### src/rtl/sopc3_angle_mesure_pkg.sv
// Shared definitions for the rudder-angle input port.
// Holds the register word offsets, the STATUS bit positions and a small
// helper that zero-extends a register field onto the 32-bit read bus.
package sopc3_angle_mesure_pkg;

    // Register word offsets on the Avalon-MM slave.
    localparam logic [1:0] ADDR_DATA   = 2'd0;
    localparam logic [1:0] ADDR_MASK   = 2'd1;
    localparam logic [1:0] ADDR_STATUS = 2'd2;
    localparam logic [1:0] ADDR_COUNT  = 2'd3;

    // STATUS / MASK bit positions.
    localparam int ST_NEW = 0;
    localparam int ST_OVR = 1;

    // Sticky sample flags, packed in register bit order.
    typedef struct packed {
        logic ovr;
        logic fresh;
    } status_t;

    function automatic logic [31:0] status_word(input status_t s);
        return {30'd0, s};
    endfunction

endpackage

### src/rtl/sopc3_angle_mesure_if.sv
// Avalon-MM slave bus bundle for the angle input port.
//   address    word address (DATA/MASK/STATUS/COUNT)
//   chipselect slave select
//   write_n    active-low write strobe
//   writedata  write data
//   readdata   combinational read data, zero wait states
// Bus protocol: a write happens on the clock edge that sees
// chipselect=1 and write_n=0; there is no wait/ready signalling, every
// access completes in one cycle and reads have no side effects.
interface sopc3_angle_mesure_if;
    logic [1:0]  address;
    logic        chipselect;
    logic        write_n;
    logic [31:0] writedata;
    logic [31:0] readdata;

    modport master (
        output address, chipselect, write_n, writedata,
        input  readdata
    );

    modport slave (
        input  address, chipselect, write_n, writedata,
        output readdata
    );
endinterface

### src/rtl/sopc3_angle_mesure_sync_edge.sv
// SYNC_N-stage synchroniser with rising-edge pulse.
//   clk, reset_n  clock and asynchronous active-low reset
//   d_in   [W]    asynchronous input
//   d_sync [W]    synchronised level (last synchroniser stage)
//   rise   [W]    one-cycle pulse per 0->1 transition of d_sync
// The edge flop resets to 0, so an input already high when reset is
// released produces exactly one rise pulse.
module sopc3_angle_mesure_sync_edge #(
    parameter int W      = 1,
    parameter int SYNC_N = 2
) (
    input  logic         clk,
    input  logic         reset_n,
    input  logic [W-1:0] d_in,
    output logic [W-1:0] d_sync,
    output logic [W-1:0] rise
);

    logic [W-1:0] sync_q [SYNC_N];
    logic [W-1:0] sync_d [SYNC_N];
    logic [W-1:0] dly_q;
    logic [W-1:0] dly_d;

    always_comb begin
        sync_d[0] = d_in;
        for (int i = 1; i < SYNC_N; i++) begin
            sync_d[i] = sync_q[i-1];
        end
        dly_d = sync_q[SYNC_N-1];
    end

    always_ff @(posedge clk or negedge reset_n) begin
        if (!reset_n) begin
            for (int i = 0; i < SYNC_N; i++) begin
                sync_q[i] <= '0;
            end
            dly_q <= '0;
        end else begin
            for (int i = 0; i < SYNC_N; i++) begin
                sync_q[i] <= sync_d[i];
            end
            dly_q <= dly_d;
        end
    end

    assign d_sync = sync_q[SYNC_N-1];
    assign rise   = d_sync & ~dly_q;

endmodule

### src/rtl/sopc3_angle_mesure.sv
// Avalon-MM slave returning the measured rudder angle to the CPU.
//   clk, reset_n   system clock, asynchronous active-low reset
//   bus            Avalon-MM slave (address/chipselect/write_n/writedata/readdata)
//   in_port [DATA_W] sensor angle, asynchronous, stable while in_valid=1
//   in_valid       sensor strobe, asynchronous
//   irq            level interrupt, |(STATUS & MASK)
// Registers: 0 DATA (RO), 1 MASK (RW, 2 bits), 2 STATUS (W1C: NEW, OVR),
// 3 COUNT (wrapping capture counter, any write clears).
module sopc3_angle_mesure
    import sopc3_angle_mesure_pkg::*;
#(
    parameter int DATA_W = 12,
    parameter int CNT_W  = 16,
    parameter int SYNC_N = 2
) (
    input  logic                  clk,
    input  logic                  reset_n,
    sopc3_angle_mesure_if.slave   bus,
    input  logic [DATA_W-1:0]     in_port,
    input  logic                  in_valid,
    output logic                  irq
);

    logic              valid_sync_unused;
    logic              cap;
    logic [DATA_W-1:0] port_sync;
    logic [DATA_W-1:0] port_rise_unused;
    logic [29:0]       wdata_unused;

    logic [DATA_W-1:0] data_q,   data_d;
    logic [1:0]        mask_q,   mask_d;
    status_t           status_q, status_d;
    logic [CNT_W-1:0]  count_q,  count_d;

    logic wr;
    logic wr_mask;
    logic wr_status;
    logic wr_count;

    sopc3_angle_mesure_sync_edge #(.W(1), .SYNC_N(SYNC_N)) u_valid_sync (
        .clk     (clk),
        .reset_n (reset_n),
        .d_in    (in_valid),
        .d_sync  (valid_sync_unused),
        .rise    (cap)
    );

    // in_port only needs its level; it is stable while in_valid is high,
    // so it has settled through the same depth by the time cap fires.
    sopc3_angle_mesure_sync_edge #(.W(DATA_W), .SYNC_N(SYNC_N)) u_port_sync (
        .clk     (clk),
        .reset_n (reset_n),
        .d_in    (in_port),
        .d_sync  (port_sync),
        .rise    (port_rise_unused)
    );

    assign wdata_unused = bus.writedata[31:2];

    assign wr        = bus.chipselect & ~bus.write_n;
    assign wr_mask   = wr && (bus.address == ADDR_MASK);
    assign wr_status = wr && (bus.address == ADDR_STATUS);
    assign wr_count  = wr && (bus.address == ADDR_COUNT);

    always_comb begin
        data_d   = data_q;
        mask_d   = mask_q;
        status_d = status_q;
        count_d  = count_q;

        if (wr_mask) begin
            mask_d = bus.writedata[1:0];
        end

        if (wr_status) begin
            if (bus.writedata[ST_NEW]) status_d.fresh = 1'b0;
            if (bus.writedata[ST_OVR]) status_d.ovr   = 1'b0;
        end

        if (wr_count) begin
            count_d = '0;
        end

        // A capture overrides a same-cycle clear; overrun is judged on the
        // NEW flag as it stood before any clear in this cycle.
        if (cap) begin
            data_d         = port_sync;
            status_d.fresh = 1'b1;
            if (status_q.fresh) status_d.ovr = 1'b1;
            count_d        = count_d + CNT_W'(1);
        end
    end

    always_ff @(posedge clk or negedge reset_n) begin
        if (!reset_n) begin
            data_q   <= '0;
            mask_q   <= '0;
            status_q <= '0;
            count_q  <= '0;
        end else begin
            data_q   <= data_d;
            mask_q   <= mask_d;
            status_q <= status_d;
            count_q  <= count_d;
        end
    end

    always_comb begin
        bus.readdata = '0;
        case (bus.address)
            ADDR_DATA:   bus.readdata = {{(32-DATA_W){1'b0}}, data_q};
            ADDR_MASK:   bus.readdata = {30'd0, mask_q};
            ADDR_STATUS: bus.readdata = status_word(status_q);
            ADDR_COUNT:  bus.readdata = {{(32-CNT_W){1'b0}}, count_q};
            default:     bus.readdata = '0;
        endcase
    end

    assign irq = |(status_q & mask_q);

endmodule
### src/flat_wrapper.sv
// flat-port wrapper written by rule: the top's interface ports become plain ports
module sopc3_angle_mesure_flat import sopc3_angle_mesure_pkg::*;
#(
    parameter int DATA_W = 12,
    parameter int CNT_W  = 16,
    parameter int SYNC_N = 2
)
  (clk, reset_n, in_port, in_valid, irq, bus_address, bus_chipselect, bus_write_n, bus_writedata, bus_readdata);
  sopc3_angle_mesure_if bus_i ();
  input  logic clk;
  input  logic reset_n;
  input  logic [DATA_W-1:0] in_port;
  input  logic in_valid;
  output logic irq;
  input wire logic [$bits(bus_i.address)-1:0] bus_address;
  input wire logic [$bits(bus_i.chipselect)-1:0] bus_chipselect;
  input wire logic [$bits(bus_i.write_n)-1:0] bus_write_n;
  input wire logic [$bits(bus_i.writedata)-1:0] bus_writedata;
  output wire logic [$bits(bus_i.readdata)-1:0] bus_readdata;
  assign bus_i.address = bus_address;
  assign bus_i.chipselect = bus_chipselect;
  assign bus_i.write_n = bus_write_n;
  assign bus_i.writedata = bus_writedata;
  assign bus_readdata = bus_i.readdata;
  sopc3_angle_mesure #(.DATA_W(DATA_W), .CNT_W(CNT_W), .SYNC_N(SYNC_N)) u_core (.clk(clk), .reset_n(reset_n), .bus(bus_i), .in_port(in_port), .in_valid(in_valid), .irq(irq));
endmodule
### config.mk
export PLATFORM = sky130hd
export DESIGN_NAME = sopc3_angle_mesure_flat
export DESIGN_NICKNAME = d
export VERILOG_FILES = /design/src/rtl/sopc3_angle_mesure_pkg.sv /design/src/rtl/sopc3_angle_mesure_if.sv /design/src/rtl/sopc3_angle_mesure_sync_edge.sv /design/src/rtl/sopc3_angle_mesure.sv /design/src/flat_wrapper.sv
export SDC_FILE = /design/constraint.sdc
export NUM_CORES = 1
export LEC_CHECK = 0
export CAP_MARGIN = 0
export CORE_UTILIZATION = 40
export CTS_CLUSTER_DIAMETER = 200
export DETAILED_ROUTE_END_ITERATION = 10
export PLACE_DENSITY = 0.75
export RECOVER_POWER = 25
export SLEW_MARGIN = 10
export SYNTH_ARGS = -nofsm -noshare
export SYNTH_HDL_FRONTEND = slang
export SYNTH_SLANG_ARGS = --single-unit
### constraint.sdc
create_clock -name clk -period 1.6 [get_ports clk]
set_clock_uncertainty 0.1 [all_clocks]
set_input_delay 0.32 -clock clk [delete_from_list [all_inputs] [get_ports clk]]
set_output_delay 0.32 -clock clk [all_outputs]
set_load 0.05 [all_outputs]
# After elaboration in Yosys (flattened, before gate mapping)
# Cells that the tools add are included.
dict set report totals {
  out_inout_bits 33
  reg_bits 59
  in_bits 51
  elab_cells 35
}
dict set report classes {
  eq_ne 3
  n_mux 8
  n_addsub 1
  bitwise_logic 5
  n_reduce_logical 8
}
# cell count
set ops {}
lappend ops {{$pmux 32 s4} 1}
lappend ops {{$mux 16} 2}
lappend ops {{$add 16x1->16 const B} 1}
lappend ops {{$eq 2x2->1 const B} 2}
lappend ops {{$mux 2} 2}
lappend ops {{$reduce_bool 2->1} 2}
lappend ops {{$logic_and 1x1->1} 3}
lappend ops {{$mux 1} 3}
lappend ops {{$and 1x1->1} 2}
lappend ops {{$and 2x2->2} 1}
lappend ops {{$eq 2x1->1 const B} 1}
lappend ops {{$logic_not 2->1} 1}
lappend ops {{$not 1->1} 2}
lappend ops {{$reduce_and 2->1} 1}
lappend ops {{$reduce_or 2->1} 1}

# Longest topological paths before layout
dict set report depth {
  word_depth 6
  depth_mapped 7
  depth_no_buf 7
}

# Modules after synthesis
# From an unflattened synthesis, not the netlist that was laid out.
dict set report hier_totals {
  cells_unflattened 208
  hier_area_um2 2870.3
}
# mod cells_per_inst n_inst area_each_um2 seq_area_each_um2
set modules_own_cells {}
lappend modules_own_cells {sopc3_angle_mesure 156 1 1715.4 800.8}
lappend modules_own_cells {{sopc3_angle_mesure_sync_edge at u_core.u_port_sync} 48 1 1066.0 900.9}
lappend modules_own_cells {{sopc3_angle_mesure_sync_edge at u_core.u_valid_sync} 4 1 88.8 75.1}

# Worst setup path before layout
# OpenSTA, ideal clock, no wires.
dict set report synth_path {
  path_kind {in2out}
  start {in bus_address[1]}
  end {out bus_readdata[10]}
  path_stages 4
  t_required_ns 1.180
  path_slack_ns -0.294
  arrival_ns 1.474
  n_path_buf 2
  cell_sequence {clkbuf_1 and2_1 clkbuf_1 a22o_1}
}
dict set report synth_between {
  elab_chain_len 2
  elab_cells_between_ends 5
  classes_between {eq/ne (3); mux (1); reduce/logical (1)}
}
# item line
set synth_lines {}
lappend synth_lines {{start, declared} flat_wrapper.sv:15} ;# input wire logic [$bits(bus_i.address)-1:0] bus_address;
lappend synth_lines {{$eq 2x2->1 (tied with other cells)} sopc3_angle_mesure.sv:110} ;# case (bus.address)
lappend synth_lines {{$pmux 32 s4 (*)} sopc3_angle_mesure.sv:110}
lappend synth_lines {{end, declared} flat_wrapper.sv:19} ;# output wire logic [$bits(bus_i.readdata)-1:0] bus_readdata;
# Mark *: on every way between the ends. The rest lies on a longest branch, timed or not. The select of a mux whose other input is x is not followed.

# Final worst setup path
dict set report layout_path {
  start {reg u_core.status_q[0] (netlist name)}
  end {out bus_readdata[0]}
}
dict set report layout_between {
  elab_chain_len 1
}
# item line
set layout_lines {}
lappend layout_lines {{start, declared} sopc3_angle_mesure.sv:32} ;# status_t status_q, status_d;
lappend layout_lines {{start signal, assigned} sopc3_angle_mesure.sv:103} ;# status_q <= status_d;
lappend layout_lines {{$pmux 32 s4} sopc3_angle_mesure.sv:110}
# Every way passes these cells. The select of a mux whose other input is x is not followed.

==> results_dict.tcl <==
set metrics [dict create \
    hold_violations 0 \
    min_path_cells 0 \
    cap_violations 0 \
    viasPerCell 5.14 \
    gp_congestion 0.790 \
    via_count 1850 \
    synth_area_leaders "dfrtp_1, mux2_2, buf_4, a22o_1, xor2_1" \
    finalSetupViolations 17 \
    synth_fa_ha_area_share_pct 0.517 \
    grt.busiest_layer "met2" \
    min_path_type "flip-flop to flip-flop" \
    layout_commonest_cell "dfrtp_1" \
    gr-total-overflow 0 \
    muxShareOfSynthArea_pct 8.84 \
    reg2regPathDepth 6 \
    fp.dieH_um 79.8 \
    start_util_pct 42.7 \
    synth_compound_area_share_pct 7.60 \
    grt_use_met1_pct 22.7 \
    powerDensity_nw_per_um2 1140 \
    async_flop_share_pct 100 \
    grt_pass1_vias 1833 \
    cts.htree.levels 3 \
    syn-cell-area_um2 2420 \
    grt_start_max_net_pins 60 \
    io_buffers 37 \
    ant_nets 0 \
    max-vdd-ir-drop_v 0.000687 \
    drc 0 \
    rsz0062_at_grt "true" \
    rr_startpoint "u_core.u_valid_sync.dly_q" \
    max_stage_delay_ps 470 \
    netlist_instances 187 \
    numCtsBuffers 9 \
    drive_above_1_share_pct 53.1 \
    ys_types 33 \
    cts_tree "done" \
    gr-usage-met2_pct 32.0 \
    area_growth_pct 60.8 \
    critPathKind "flip-flop to output pin" \
    grt_pass1_wl_um 8840 \
    dp.cells 310 \
    routedWlPerCell_um 16.6 \
    fillers 374 \
    synth_top_area_cell "dfrtp_1" \
    placementRows 27 \
    grtUsageMet3_pct 2.86 \
    root_buffer "clkbuf_8" \
    io_pins 84 \
    nNetsFinal 335 \
    fin_crit_ps 1810 \
    drtPass1Iterations 4 \
    cp-end-kind "output pin" \
    die_x_um 79.8 \
    final_util_pct 68.6 \
    core_um2 5680 \
    avgSynthCellArea_um2 12.9 \
    yosys_warnings 0 \
    leakage_nw 1.79 \
    worstMarginPinSlew_ps 761 \
    synth_top_family_by_area "simple AND/OR/NAND/NOR gates" \
    failed_checks "setup timing" \
    setup_slack_ps -205 \
    cp.arrival_ps 1390 \
    fmax_ghz 0.554 \
    status "finished with violations" \
    synth-xor-area-share_pct 3.26 \
    finalSetupTns_ps -1420 \
    ys.flop_type "dfrtp_1" \
    clock-sinks 59 \
    finalMaxSlewViolations 0 \
    die-area_um2 6370 \
    antenna_found_initial 0 \
    path_clk_slew_ps 60 \
    routed_wl_um 5980 \
    synth_edf_count 0 \
    fin_cells 360 \
    clk_latency_ps 330 \
    worst_path_max_delay_cell "mux4_2" \
    num_antenna_cells 0 \
    synth.top_cell.area_share_pct 61.0 \
    startpoint "u_core.status_q[0]" \
    synth-simple-area-share_pct 11.9 \
    cts.path.max_buffers 2 \
    layout_common_cells "dfrtp_1, buf_4, buf_6" \
    slew_headroom_pct 49.3 \
    grt_usage_pct 18.9 \
    drt_iter0_drc 65 \
    hpwl_um 3160 \
    cp.required_ps 1180 \
    hold_start "u_core.u_port_sync.sync_d[0]" \
    critPathLaunchType "flip-flop" \
    fin_crit_sh_pct 113 \
    cp_max_fo 4 \
    fin_total_pwr_w 0.00445 \
    ys_seq_area_share_pct 61.0 \
    ys_seq_elements 59 \
    path_cells "mux4_2 > buf_6" \
]
==> metrics by stage <==
| step | worst slack [ps] | instance area (um^2) | hold WS [ps] |
|---|---|---|---|
| floorplan | -68.5 | 2610 | -75.6 |
| global placement | -547 | 3240 | 231 |
| detailed placement | -601 | 3240 | 236 |
| CTS | -217 | 3700 | 246 |
| global route | -250 | 3890 | 255 |
| finish | -205 | 3890 | 237 |
==> worst paths after layout <==
path / slack, ps / end
min in group asynchronous: 610 / u_core.u_port_sync.sync_d[5]
max in group asynchronous: 260 / u_core.count_q[11]
worst max-delay path: -210 / bus_readdata[0]
worst min register to register: 240 / u_core.u_port_sync.d_sync[0]
worst max register to register: -120 / u_core.count_q[14]
worst min-delay path: 240 / u_core.u_port_sync.d_sync[0]
==> layout make-up <==
| type | count | area, um^2 | share of cell area [%] |
|---|---|---|---|
| Tap cell | 72 | 90.1 | 2.31 |
| Timing Repair Buffer | 93 | 1020 | 26.1 |
| Inverter | 1 | 3.75 | 0.0964 |
| Clock buffer | 15 | 176 | 4.53 |
| Multi-Input combinational cell | 119 | 1090 | 28.1 |
| Sequential cell | 59 | 1480 | 38.1 |
| Clock inverter | 1 | 30.0 | 0.771 |
==> flip-flops by register name, indices dropped and copies added (netlist names) <==
signal and flops:
u_core.u_valid_sync.sync_d 1, u_core.u_port_sync.sync_d 12, u_core.status_q 2, u_core.data_q 12, u_core.u_valid_sync.d_sync 1, u_core.u_valid_sync.dly_q 1
u_core.count_q 16, u_core.u_port_sync.d_sync 12, u_core.mask_q 2
==> power by group <==
group          total, W  switching [W]  internal, W
clock network   0.00139       0.000537     0.000849
registers       0.00175       0.000103      0.00165
logic           0.00131       0.000642     0.000665
==> Yosys cell counts, drive strengths merged (5+ instances only) <==
master and number:
buf 18, a21oi 6, a22o 12, nand3 8, mux2 15, xor2 9, dfrtp 59, o21ai 5
nand2 7, and3 5, nor2 9, clkbuf 6
==> timing repair <==
action / 4_1_cts / 5_1_grt
pin swaps: 20 / 22
endpoints found under the hold margin: 59 / 0
cloned: 3 / 0
gates resized for setup: 36 / 32
setup endpoints to repair: 25 / 21
buffers inserted: 23 / 10
hold buffers: 1 / 0
==> critical path: cells and delay by family (launching register included) <==
family | cells | cell delay (ps)
buf+inv | 1 | 170
mux | 1 | 470
flops | 1 | 410
==> layer usage <==
| metal | up-vias | share of wire [%] |
|---|---|---|
| met5 | - | 0 |
| met4 | 0 | 2.5 |
| met3 | 15 | 3.9 |
| met2 | 71 | 53 |
| met1 | 944 | 41 |
| li1 | 820 | - |
==> cells by family (layout without fill, tap and decap cells) <==
family,count (synthesis),in the layout
AO/OA/AOI/OAI,26,26
XOR/XNOR,9,9
adder cells (fa/ha/maj),1,1
buffers and inverters,25,110
flip-flops,59,59
multiplexers,17,17
other,1,16
AND/OR/NAND/NOR,49,50
(Power assumes the default switching activity.)
==> patch 1, RTL diff (config.mk and constraints unchanged) <==
`DATA_W` is set to 12 in 2 places; all go to 8.
--- a/src/rtl/sopc3_angle_mesure.sv
+++ b/src/rtl/sopc3_angle_mesure.sv
@@ -11,3 +11,3 @@
 #(
-    parameter int DATA_W = 12,
+    parameter int DATA_W = 8,
     parameter int CNT_W  = 16,
--- a/src/flat_wrapper.sv
+++ b/src/flat_wrapper.sv
@@ -3,3 +3,3 @@
 #(
-    parameter int DATA_W = 12,
+    parameter int DATA_W = 8,
     parameter int CNT_W  = 16,
Interface: changed (resized in_port); port bits go from 84 to 80. No check against the original RTL was run, so the function may have changed too.
==> patch 1 against the unedited design <==
The flow still finishes with violations (setup timing); wire length shrank 24%; synthesized area down 15%; via count shrank 16%; critical path depth up 1; cell count is 13% lower; first-iteration DRC count is 32% lower; setup slack lost 0.12 ns; utilization fell by 3.3 points; cell area down 19%; sequential cell count shrank 12; sequential share of layout area decreased by 0.81 points; total power decreased by 25%; non-clock buffer count fell by 15; critical path type unchanged.
==> patch 1: results (changes against the unedited design) <==
- GR Util met3: 0.03429 (was 0.02857)
- First-pass GRT wire length: 7.417 mm (was 8.838 mm)
- Clk pwr: 0.000765 W (was 0.00139 W)
- Setup_tns: -2.356 ns (was -1.421 ns)
- Dpl hpwl: 2.914 mm (was 3.165 mm)
- DR vias/cell: 4.927 (was 5.139)
- Failing checks: setup timing (unchanged)
- Routing usage on met1: 0.2161 (was 0.2269)
- LEAKAGE: 1.446 nW (was 1.786 nW)
- Placer congestion estimate: 0.7619 (was 0.7896)
- Netlist cell types: 35 (was 33)
- Final Setup Violations: 20 (was 17)
- Worst-path clk slew: 0.10 ns (was 0.06 ns)
- Internal power: 0.002231 W (was 0.003164 W)
- GRT Resource Usage Total: 0.1860 (was 0.1891)
- Share of cells above drive strength 1: 0.4597 (was 0.5313)
- Ranking of synthesized cells by area: dfrtp_1 (57%), mux2_2 (6.0%), buf_4 (5.8%), a22o_1 (3.4%), mux4_1 (2.6%) (was dfrtp_1 (61%), mux2_2 (7.0%), buf_4 (5.0%), a22o_1 (4.0%), xor2_1 (3.3%))
- Final hold slack: 0.2554 ns (was 0.2371 ns)
- Total CTS buffers: 5 (was 9)
- Avg WL per Cell: 14.45 um (was 16.60 um)
- Mean Syn Cell Area: 12.16 um^2 (was 12.95 um^2)
- Layout Nets: 295 (was 335)
- Status: finished, violations left (unchanged)
- R2r startpoint: u_core.count_q[1] (was u_core.u_valid_sync.dly_q)
- Worst vdd ir: 0.7513 mV (was 0.6867 mV)
- Post-synthesis sequential area ratio: 0.5721 (was 0.6098)
- Routed wire length: 4.553 mm (was 5.975 mm)
- Final setup margin: -0.3269 ns (was -0.2051 ns)
- Dpl cells: 293 (was 310)
- Worst slack, placed: -1.028 ns (was -0.6010 ns)
- Met1 WL: 1.924 mm (was 2.434 mm)
- Routed met3 length: 137 um (was 232 um)
- R2R Setup Slk: -0.29 ns (was -0.12 ns)
- Worst Path Arrival: 1.51 ns (was 1.39 ns)
- Metal2 WL: 2.405 mm (was 3.159 mm)
## patch 1: cell types whose count changed after synthesis, sizes merged, moves of 3 or more
cell / before / now
a22o: 12 / 8
and3: 5 / 8
dfrtp: 59 / 47
mux2: 15 / 11
mux2i: 0 / 3
nand2: 7 / 11
nand3: 8 / 4
nor2: 9 / 5
nor3: 0 / 3
xor2: 9 / 5
## patch 1: kinds of logic (layout without fill, tap and decap cells)
group,Yosys count,after routing,share of synthesized area
and+or+nand+nor,53,53,0.1509
DFF,47,47,0.5721
buffers and inverters,24,88,0.07365
AOI/OAI and AO/OA,21,21,0.06939
muxes,16,16,0.1004
xor gates and xnor gates,6,6,0.02556
adders and majority gates,1,1,0.006085
other,1,16,0.001824
## patch 1: worst max-delay path by stage
stage | from | to | slack (ns) | depth (start not counted)
floorplan | bus_address[1] | u_core.count_q[14] | -0.51 | 8
global placement | bus_write_n | u_core.count_q[14] | -0.92 | 8
detailed placement | bus_write_n | u_core.count_q[14] | -1.03 | 8
CTS | u_core.count_q[1] | bus_readdata[1] | -0.32 | 3
global route | u_core.count_q[0] | u_core.count_q[14] | -0.35 | 7
finish | u_core.count_q[1] | bus_readdata[1] | -0.33 | 3
## patch 1: area by class of cell
class | count | area [um^2]
inverter | 2 | 7.507
tap | 67 | 83.83
clock buffer | 5 | 68.82
sequential | 47 | 1179
clock inverter | 3 | 27.53
timing repair buffer | 78 | 860.8
multi-input combinational | 113 | 937.1
fill | 342 | 1684
## patch 1: critical path, cell delays in order (launching register included)
cell	delay, ns
dfrtp_1	0.42
buf_4	0.14
mux4_2	0.47
buf_6	0.17
## patch 1: what timing repair did
item                                   CTS  global route
resized for setup                       55             9
setup endpoints to repair               30            22
endpoints found under the hold margin   16             0
setup buffers                            9             4
pin swaps                               11             3
hold buffers                             1             0
==> patch 2, RTL diff (same flow settings) <==
Without the edit above. Add an input register stage for `in_port` and `in_valid`, without a reset; this delays them by one clock. The other inputs are not delayed to match.
--- a/src/rtl/sopc3_angle_mesure.sv
+++ b/src/rtl/sopc3_angle_mesure.sv
@@ -23,2 +23,10 @@
 
+    logic [DATA_W-1:0] in_port_q;
+    logic in_valid_q;
+
+    always_ff @(posedge clk) begin
+        in_port_q  <= in_port;
+        in_valid_q <= in_valid;
+    end
+
     logic              valid_sync_unused;
@@ -42,3 +50,3 @@
         .reset_n (reset_n),
-        .d_in    (in_valid),
+        .d_in    (in_valid_q),
         .d_sync  (valid_sync_unused),
@@ -52,3 +60,3 @@
         .reset_n (reset_n),
-        .d_in    (in_port),
+        .d_in    (in_port_q),
         .d_sync  (port_sync),
Behaviour: not the same (Yosys sat finds a counterexample within 4 cycles, from zero or initial values and one cycle with reset_n low).
==> patch 2 against the unedited design <==
Setup slack got worse by 0.19 ns; combinational power fell by 13%; cell area rose by 5.5%; largest power group unchanged; wire length is 4.7% lower; synthesized area grew 11%; the flow finishes with violations (DRC, setup timing); hold slack worse by 0.0084 ns; sequential cell count rose by 13; register-to-register slack lost 0.26 ns; total power grew 7.2%.
==> patch 2: results (changes against the unedited design) <==
- Fillers: 455 (was 374)
- Number of non-clock inverters: 2 (was 1)
- Post-synthesis sequential area ratio: 0.6465 (was 0.6098)
- Worst vdd ir: 0.6945 mV (was 0.6867 mV)
- Dpl hpwl: 3.582 mm (was 3.165 mm)
- LEAKAGE: 1.854 nW (was 1.786 nW)
- Global routing usage on met2: 0.2854 (was 0.3197)
- GRT Resource Usage Total: 0.1742 (was 0.1891)
- Cts repair resizes: 48 (was 36)
- DRT Pass-1 Iters: 7 (was 4)
- First-pass GRT wire length: 9.363 mm (was 8.838 mm)
- CP Max Fanout: 3 (was 4)
- Metal2 WL: 2.975 mm (was 3.159 mm)
- Vias in the first global route: 1911 (was 1833)
- Area of the multi-input gates: 1046 um^2 (was 1095 um^2)
- TritonCTS Sinks: 72 (was 59)
- Top post-synthesis cells by count: dfrtp_1 (59), buf_4 (16), mux2_2 (15), dfxtp_1 (13), a22o_1 (12) (was dfrtp_1 (59), buf_4 (16), mux2_2 (15), a22o_1 (11))
- Failing checks: DRC, setup timing (was setup timing)
- Number of signal-net buffers in the layout: 90 (was 93)
- Max stage delay on crit path: 0.45 ns (was 0.47 ns)
- Status: finished, violations left (unchanged)
- Layout non-clock buf frac: 0.2434 (was 0.2610)
- Final Setup Violations: 20 (was 17)
- # clk buffers: 10 (was 15)
- GR Util met3: 0.05935 (was 0.02857)
- Detailed-route DRC error count: 2 (was 0)
- Initial DRC count: 113 (was 65)
- Worst Path Arrival: 2.16 ns (was 1.39 ns)
- Crit-path slowest cell: or4_4 (was mux4_2)
- Netlist cell types: 36 (was 33)
- Async SR Flop Fraction: 0.8194 (was 1.000)
- Multi-In Gates: 118 (was 119)
- Relative slew slack: 0.6550 (was 0.4927)
- Final setup margin: -0.3964 ns (was -0.2051 ns)
- Avg WL per Cell: 15.19 um (was 16.60 um)
- CP delay by family, top: simple AND/OR/NAND/NOR gates (was multiplexers)
- Pin count of the biggest net entering global routing: 22 (was 60)
- Ranking of synthesized cells by area: dfrtp_1 (55%), dfxtp_1 (9.7%), mux2_2 (6.3%), buf_4 (4.5%), a22o_1 (3.9%) (was dfrtp_1 (61%), mux2_2 (7.0%), buf_4 (5.0%), a22o_1 (4.0%), xor2_1 (3.3%))
- Share of cells above drive strength 1: 0.4799 (was 0.5313)
- Sequential share of cell area: 0.4229 (was 0.3806)
- Layout Nets: 345 (was 335)
- Postcts setup bufs: 15 (was 23)
## patch 2: kinds of logic after synthesis
| family | synth area share |
|---|---|
| DFF | 0.6465 |
| AOI/OAI and AO/OA | 0.06614 |
| muxes | 0.07964 |
| other | 0.001396 |
| adders and majority gates | 0.004657 |
| and+or+nand+nor | 0.1104 |
| buffers and inverters | 0.06195 |
| xor gates and xnor gates | 0.02934 |
## patch 2: final timing paths
path	start	to	slack [ns]	depth (start not counted)
max	bus_chipselect	u_core.count_q[14]	-0.40	8
min	u_core.in_port_q[8]	u_core.u_port_sync.sync_d[8]	0.23	0
max reg2reg	u_core.count_q[1]	u_core.count_q[14]	-0.38	6
min reg2reg	u_core.in_port_q[8]	u_core.u_port_sync.sync_d[8]	0.23	0
max in group asynchronous	reset_n	u_core.data_q[0]	0.53	3
min in group asynchronous	reset_n	u_core.u_port_sync.sync_d[11]	0.38	2
## patch 2: worst reg2reg max path, delay by kind of cell (launching register included)
kind                     cells  cell delay (ns)
adder cells (fa/ha/maj)      1             0.18
AND/OR/NAND/NOR              4             1.13
AO/OA/AOI/OAI                1             0.12
flip-flops                   1             0.38
## patch 2: stage by stage
stage	hold WS, ns	setup slack (ns)	cell area [um^2]	instances	total power, W
floorplan	-0.07559	-0.6149	2849	216	0.002673
global placement	0.2063	-0.9721	3605	343	0.003108
detailed placement	0.2105	-1.041	3605	343	0.003137
CTS	0.2303	-0.3504	4029	373	0.004774
global route	0.2343	-0.4547	4106	375	0.004998
finish	0.2287	-0.3964	4106	375	0.004765
## patch 2: power breakdown
group	switching [W]	total, W	internal (W)
Sequential	0.000104	0.00209	0.00198
Clock	0.000654	0.00154	0.000886
Combinational	0.000555	0.00114	0.000582
